`src/rtl/mem_burst_fsm.sv`:
```
// Multi-beat memory access sequencer: IDLE->ACTIVE handshake, then a burst of
// write or read strobes with optional wait states, address wrap and cs-drop abort.
module mem_burst_fsm #(
    parameter int unsigned ADDR_W   = 8,
    parameter int unsigned LEN_W    = 4,
    parameter int unsigned WAIT_CYC = 1
) (
    input  logic              clk,
    input  logic              reset,
    input  logic              cs,
    input  logic              wr_en,
    input  logic              rd_en,
    input  logic [ADDR_W-1:0] addr_in,
    input  logic [LEN_W-1:0]  len_in,
    output logic              wr_enb,
    output logic              rd_enb,
    output logic [ADDR_W-1:0] mem_addr,
    output logic              busy,
    output logic              done,
    output logic              err
);

    localparam int unsigned WAIT_W    = (WAIT_CYC > 1) ? $clog2(WAIT_CYC) : 1;
    localparam int unsigned WAIT_LOAD = (WAIT_CYC > 0) ? WAIT_CYC - 1 : 0;

    typedef enum logic [2:0] {
        S_IDLE,
        S_ACTIVE,
        S_WRITE,
        S_READ,
        S_WAIT,
        S_DONE
    } state_t;

    state_t              state, state_nx;
    logic [ADDR_W-1:0]   addr_nx;
    logic [LEN_W-1:0]    beats_q, beats_nx;
    logic [WAIT_W-1:0]   wait_q, wait_nx;
    logic                dir_wr_q, dir_wr_nx;
    logic                err_nx;

    // State, datapath and registered Moore outputs (decoded from the next state)
    always_ff @(posedge clk or posedge reset) begin
        if (reset) begin
            state    <= S_IDLE;
            mem_addr <= '0;
            beats_q  <= '0;
            wait_q   <= '0;
            dir_wr_q <= 1'b0;
            wr_enb   <= 1'b0;
            rd_enb   <= 1'b0;
            busy     <= 1'b0;
            done     <= 1'b0;
            err      <= 1'b0;
        end else begin
            state    <= state_nx;
            mem_addr <= addr_nx;
            beats_q  <= beats_nx;
            wait_q   <= wait_nx;
            dir_wr_q <= dir_wr_nx;
            wr_enb   <= (state_nx == S_WRITE);
            rd_enb   <= (state_nx == S_READ);
            busy     <= (state_nx != S_IDLE);
            done     <= (state_nx == S_DONE);
            err      <= err_nx;
        end
    end

    // Next-state and datapath update
    always_comb begin
        state_nx  = state;
        addr_nx   = mem_addr;
        beats_nx  = beats_q;
        wait_nx   = wait_q;
        dir_wr_nx = dir_wr_q;
        err_nx    = 1'b0;

        case (state)
            S_IDLE: begin
                if (cs && !wr_en && !rd_en) begin
                    state_nx = S_ACTIVE;
                end
            end

            S_ACTIVE: begin
                if (cs && wr_en) begin
                    state_nx  = S_WRITE;
                    addr_nx   = addr_in;
                    beats_nx  = len_in;
                    dir_wr_nx = 1'b1;
                end else if (cs && rd_en) begin
                    state_nx  = S_READ;
                    addr_nx   = addr_in;
                    beats_nx  = len_in;
                    dir_wr_nx = 1'b0;
                end else begin
                    state_nx = S_IDLE;
                end
            end

            S_WRITE, S_READ: begin
                if (!cs) begin
                    state_nx = S_IDLE;
                    beats_nx = '0;
                    err_nx   = 1'b1;
                end else if (beats_q == '0) begin
                    state_nx = S_DONE;
                end else if (WAIT_CYC == 0) begin
                    addr_nx  = ADDR_W'(mem_addr + 1'b1);
                    beats_nx = LEN_W'(beats_q - 1'b1);
                end else begin
                    state_nx = S_WAIT;
                    wait_nx  = WAIT_W'(WAIT_LOAD);
                end
            end

            S_WAIT: begin
                if (!cs) begin
                    state_nx = S_IDLE;
                    beats_nx = '0;
                    err_nx   = 1'b1;
                end else if (wait_q == '0) begin
                    state_nx = dir_wr_q ? S_WRITE : S_READ;
                    addr_nx  = ADDR_W'(mem_addr + 1'b1);
                    beats_nx = LEN_W'(beats_q - 1'b1);
                end else begin
                    wait_nx = WAIT_W'(wait_q - 1'b1);
                end
            end

            S_DONE: begin
                state_nx = S_IDLE;
            end

            default: begin
                state_nx = S_IDLE;
            end
        endcase
    end

endmodule

```
`config.mk`:
```
export PLATFORM = sky130hd
export DESIGN_NAME = mem_burst_fsm
export DESIGN_NICKNAME = d
export VERILOG_FILES = /design/src/rtl/mem_burst_fsm.sv
export SDC_FILE = /design/constraint.sdc
export NUM_CORES = 1
export LEC_CHECK = 0
export CELL_PAD_IN_SITES_DETAIL_PLACEMENT = 1
export CELL_PAD_IN_SITES_GLOBAL_PLACEMENT = 2
export CORE_ASPECT_RATIO = 1.5
export CORE_MARGIN = 5
export CORE_UTILIZATION = 31
export CTS_CLUSTER_DIAMETER = 40
export DETAILED_ROUTE_END_ITERATION = 10
export HOLD_SLACK_MARGIN = 0.08
export MAX_ROUTING_LAYER = met4
export PLACE_DENSITY_LB_ADDON = 0.1
export RECOVER_POWER = 25
export SLEW_MARGIN = 0
export SYNTH_ARGS = -nofsm -noshare
export SYNTH_HDL_FRONTEND = slang
export SYNTH_SLANG_ARGS = --single-unit
```
`constraint.sdc`:
```
create_clock -name clk -period 2.9 [get_ports clk]
set_clock_uncertainty 0.1 [all_clocks]
set_input_delay 0.29 -clock clk [delete_from_list [all_inputs] [get_ports clk]]
set_output_delay 0.29 -clock clk [all_outputs]
set_load 0.005 [all_outputs]
```
-- Word level (Yosys, flattened, before mapping)
Cells that the tools add are included.
- register bits: 22
- word-level logic and storage cells: 75
- bits of input ports: 17
- output and inout bits: 13
- add/sub/neg operators: 3
- muxes and demuxes: 29
- reductions and logical operators: 19
- equal/unequal tests: 14
- operators with widths (operator ; count):
    $mux W8 ; 4
    $mux W4 ; 5
    $pmux W8 S2 ; 1
    $eq A3 B2 Y1 const B ; 4
    $mux W3 ; 4
    $pmux W3 S4 ; 1
    $pmux W4 S3 ; 1
    $reduce_and A4 Y1 ; 3
    $mux W1 ; 10
    $ne A2 B2 Y1 const B ; 5
    $add A8 B1 Y8 const B ; 1
    $eq A3 B3 Y1 const B ; 2
    $ne A3 B3 Y1 const B ; 2
    $reduce_bool A2 Y1 ; 3
    $reduce_bool A3 Y1 ; 2
    $logic_and A1 B1 Y1 ; 4
    $logic_not A4 Y1 ; 1
    $mux W2 ; 2
    $sub A4 B1 Y4 const B ; 1
    $eq A3 B1 Y1 const B ; 1
    $logic_not A3 Y1 ; 1
    $reduce_or A3 Y1 ; 1
    $logic_not A1 Y1 ; 2
    $pmux W1 S2 ; 1
    3 further kinds ; 3

-- Logic depth before layout (Yosys ltp)
- word-level depth: 6
- gate-level depth with buffers: 6
- mapped depth without buffers: 6

-- Least setup slack after synthesis
Ideal clock, no wire load.
- path type: reg2reg
- start point: reg state[1]
- end point: reg mem_addr[4]
- required time: 2.676 ns
- setup time: 0.124 ns
- clock period less this slack: 1.543 ns
- buffers on the path: 1
- data arrival time: 1.319 ns
- cell stages (with the launch flop): 7
- path slack: 1.357 ns
- path through: dfrtp_1 -> nand4bb_4 -> a21boi_4 -> inv_2 -> buf_6 -> a21oi_1 -> a21oi_1
- longest elaborated chain between the ends: 3
- elaborated cells between the ends (all ways): 8
- those cells by class: 5 x eq/ne; 1 x mux; 2 x reduce/logical
- ends and longest elaborated chain (item ; RTL line ; source):
    from (decl) ; 35 ; state_t state, state_nx;
    from (signal assigned) ; 56 ; state <= state_nx;
    $eq A3 B1 Y1 or $eq A3 B3 Y1 (tied branches) ; 78 ; case (state)
    $ne A3 B3 Y1 (no line), or another cell as far along ; -- ;
    $reduce_and A4 Y1 (no line) ; -- ;
    to (signal assigned) ; 57 ; mem_addr <= addr_nx;
    to (decl) ; 17 ; output logic [ADDR_W-1:0] mem_addr,
Parallel ways exist; a longest one is shown, timed or not.
A chain may end at the register's enable or synchronous reset.

-- Worst setup path after layout
- start point: reg state[2]
- end point: reg beats_q[1]
- longest elaborated chain between the ends: 4
- elaborated cells between the ends (all ways): 11
- those cells by class: 7 x eq/ne; 1 x mux; 3 x reduce/logical
- ends and longest elaborated chain (item ; RTL line ; source):
    $eq A3 B2 Y1 ; 78 ;
    $reduce_or A2 Y1 ; 78 ;
    $ne A2 B2 Y1 (no line) or $reduce_bool A3 Y1 (tied branches) ; -- ;
    $reduce_and A4 Y1 (no line) ; -- ;
    to (signal assigned) ; 58 ; beats_q <= beats_nx;
    to (decl) ; 37 ; logic [LEN_W-1:0] beats_q, beats_nx;
Parallel ways exist; a longest one is shown, timed or not.

==> results.ini <==
[clock_tree]
cts_setup_buffers = 0
root_buffer = clkbuf_8
ctsResizeCount = 0
cts_buffers = 3
path_clk_slew_ns = 0.08
htree_levels = 1
cts_tree = built
clkLatencyLatePin_ns = 0.26
cts-hold-fix-buffers = 0
cts_sinks = 21
cts_max_path_buffers = 2

[worst_setup_path]
end_kind = register
critPathKind = reg2reg
cp.required_ns = 2.93
critPathMaxFanout = 15
worstPathArrival_ns = 1.99
cp-start-kind = register

[logic_synthesis]
yosys-top-cells-count = dfrtp_1, a21oi_1, o21ai_0
syn_avg_cell_area_um2 = 10.1
syn-instance-count = 112
ys_warn_count = 0
ys_types = 37
synth_top_flop_cell = dfrtp_1
ys_seq_elements = 21
seq_area_frac_synth = 0.465
yosysMostFrequentCell = dfrtp_1
synth_edf_count = 0
synth_area_leaders = dfrtp_1, a21oi_1, o21ai_0
async_reset_ff_frac = 1.00
yosys.area.top_type = dfrtp_1
synth_area_mm2 = 0.00113
synthesis.nets = 131
yosysTopAreaCellShare = 0.465

[die]
num_io_pins = 30
chipHeight_um = 83.9
core_area_mm2 = 0.00361
initial_core_util = 0.313
die_w_um = 59.3
fp-row-count = 27
dieArea_mm2 = 0.00498

[placed_design]
place_ws_ns = 0.771
dpl-instance-area_mm2 = 0.00146
io_buffers = 29
hpwl_um = 2280
gp_congestion = 0.753

[finish]
final_nets = 163
drive_gt1_frac = 0.0839
fillers = 434
antenna_cells = 0
final_cell_area_mm2 = 0.00150
synthToLayoutAreaGrowth_pct = 33.0

[sta]
tightest_slew_ns = 0.816
grt_setup_unrepaired = false
whs_ns = 0.426
slew_viol_final = 0
slew_headroom = 0.456
final-setup-viol-count = 0
hold_viol_final = 0
max_freq_mhz = 512
finalWorstSetupSlack_ns = 0.947
finalSetupTns_ns = 0
period_needed_ns = 1.95
period_share = 0.674

[detailed_routing]
drc_errors = 0
vias_per_cell = 5.18
dr.pass1.iters = 2
vias = 964
ant_nets = 0
drtIter0Drc = 5
wirelength_um = 2920
routedWlPerCell_um = 15.7

[flow_run]
cap_violations = 0

[global_routing]
grt_pass1_vias = 1057
grt_max_degree = 22
gr-total-overflow = 0
grt_pass1_wl_um = 4830
grtUsageTotal = 0.130
antenna_found_initial = 0

[outcome]
status = completed

[pwr]
peakVddDrop_v = 0.000342
p_leak_nw = 0.607
power_mw = 0.970
power_density_mw_per_mm2 = 645

[min_path]
hp-class = reg2reg

metrics by stage:
| step | utilization | instances |
|---|---|---|
| floorplan | - | 112 |
| global placement | 0.403 | 182 |
| detailed placement | 0.403 | 182 |
| CTS | 0.416 | 186 |
| global route | 0.416 | 186 |
| finish | 0.416 | 186 |
final cells by class:
class | count | area, µm² | area share
timing repair buffer | 30 | 298 | 0.198
clock buffer | 4 | 45.0 | 0.0300
sequential | 21 | 526 | 0.350
tap | 43 | 53.8 | 0.0358
inverter | 5 | 18.8 | 0.0125
multi-input combinational | 83 | 562 | 0.374
worst paths after layout:
check	from	depth (start not counted)	slack (ns)	endpoint
min in group asynchronous	reset	2	0.53	dir_wr_q$_DFFE_PP0P_
worst max register to register	state[2]$_DFF_PP0_	4	0.95	beats_q[1]$_DFFE_PP0P_
worst max-delay path	state[2]$_DFF_PP0_	4	0.95	beats_q[1]$_DFFE_PP0P_
max in group asynchronous	reset	2	1.67	state[1]$_DFF_PP0_
worst min-delay path	dir_wr_q$_DFFE_PP0P_	1	0.43	dir_wr_q$_DFFE_PP0P_
worst min register to register	dir_wr_q$_DFFE_PP0P_	1	0.43	dir_wr_q$_DFFE_PP0P_
cells in the final DEF, fill, tap and decap left out, types with 2 or more instances in the layout:
master / instances
a2bb2oi_1: 3
nor3b_4: 2
nand2_1: 8
inv_1: 4
dlygate4sd3_1: 2
o21a_1: 2
ha_1: 2
o21ai_0: 13
a211oi_1: 2
clkdlybuf4s50_1: 27
nand2b_1: 2
nor3b_1: 3
nor2_1: 5
a21oi_1: 15
nand4_1: 2
dfrtp_1: 21
nand3_1: 5
clkbuf_8: 3
o22ai_1: 2
state kept, by name (all words and copies together) (netlist names):
name and flops:
rd_enb 1, wr_enb 1, state 3, done 1
mem_addr 8, err 1, beats_q 4, dir_wr_q 1
busy 1
report_power, final:
part / internal, mW / switching, mW
registers: 0.376 / 0.0938
logic: 0.185 / 0.120
clock network: 0.0978 / 0.0973
worst max-delay path, stage by stage (launching register included):
cell      delay [ns]
dfrtp_1         0.54
nor3b_4         0.58
a21oi_1         0.25
a211oi_1        0.30
a21oi_1         0.06
cells by family after synthesis:
family	count (synthesis)	share of synthesized area
AOI/OAI and AO/OA	41	0.228
buffers and inverters	8	0.0376
xor gates and xnor gates	1	0.00775
DFF	21	0.465
adders and majority gates	2	0.0221
muxes	1	0.00886
and+or+nand+nor	38	0.230
layer usage:
metal,vias to the layer above,part of all wire,global-route usage,wire length (µm)
li1,471,-,-,-
met1,474,0.40,0.136,1170
met2,17,0.56,0.235,1640
met3,2,0.029,0.0201,85
met4,0,0.0072,0.0433,21
met5,-,0,-,0
No activity file was read; power rests on OpenSTA's default activity.
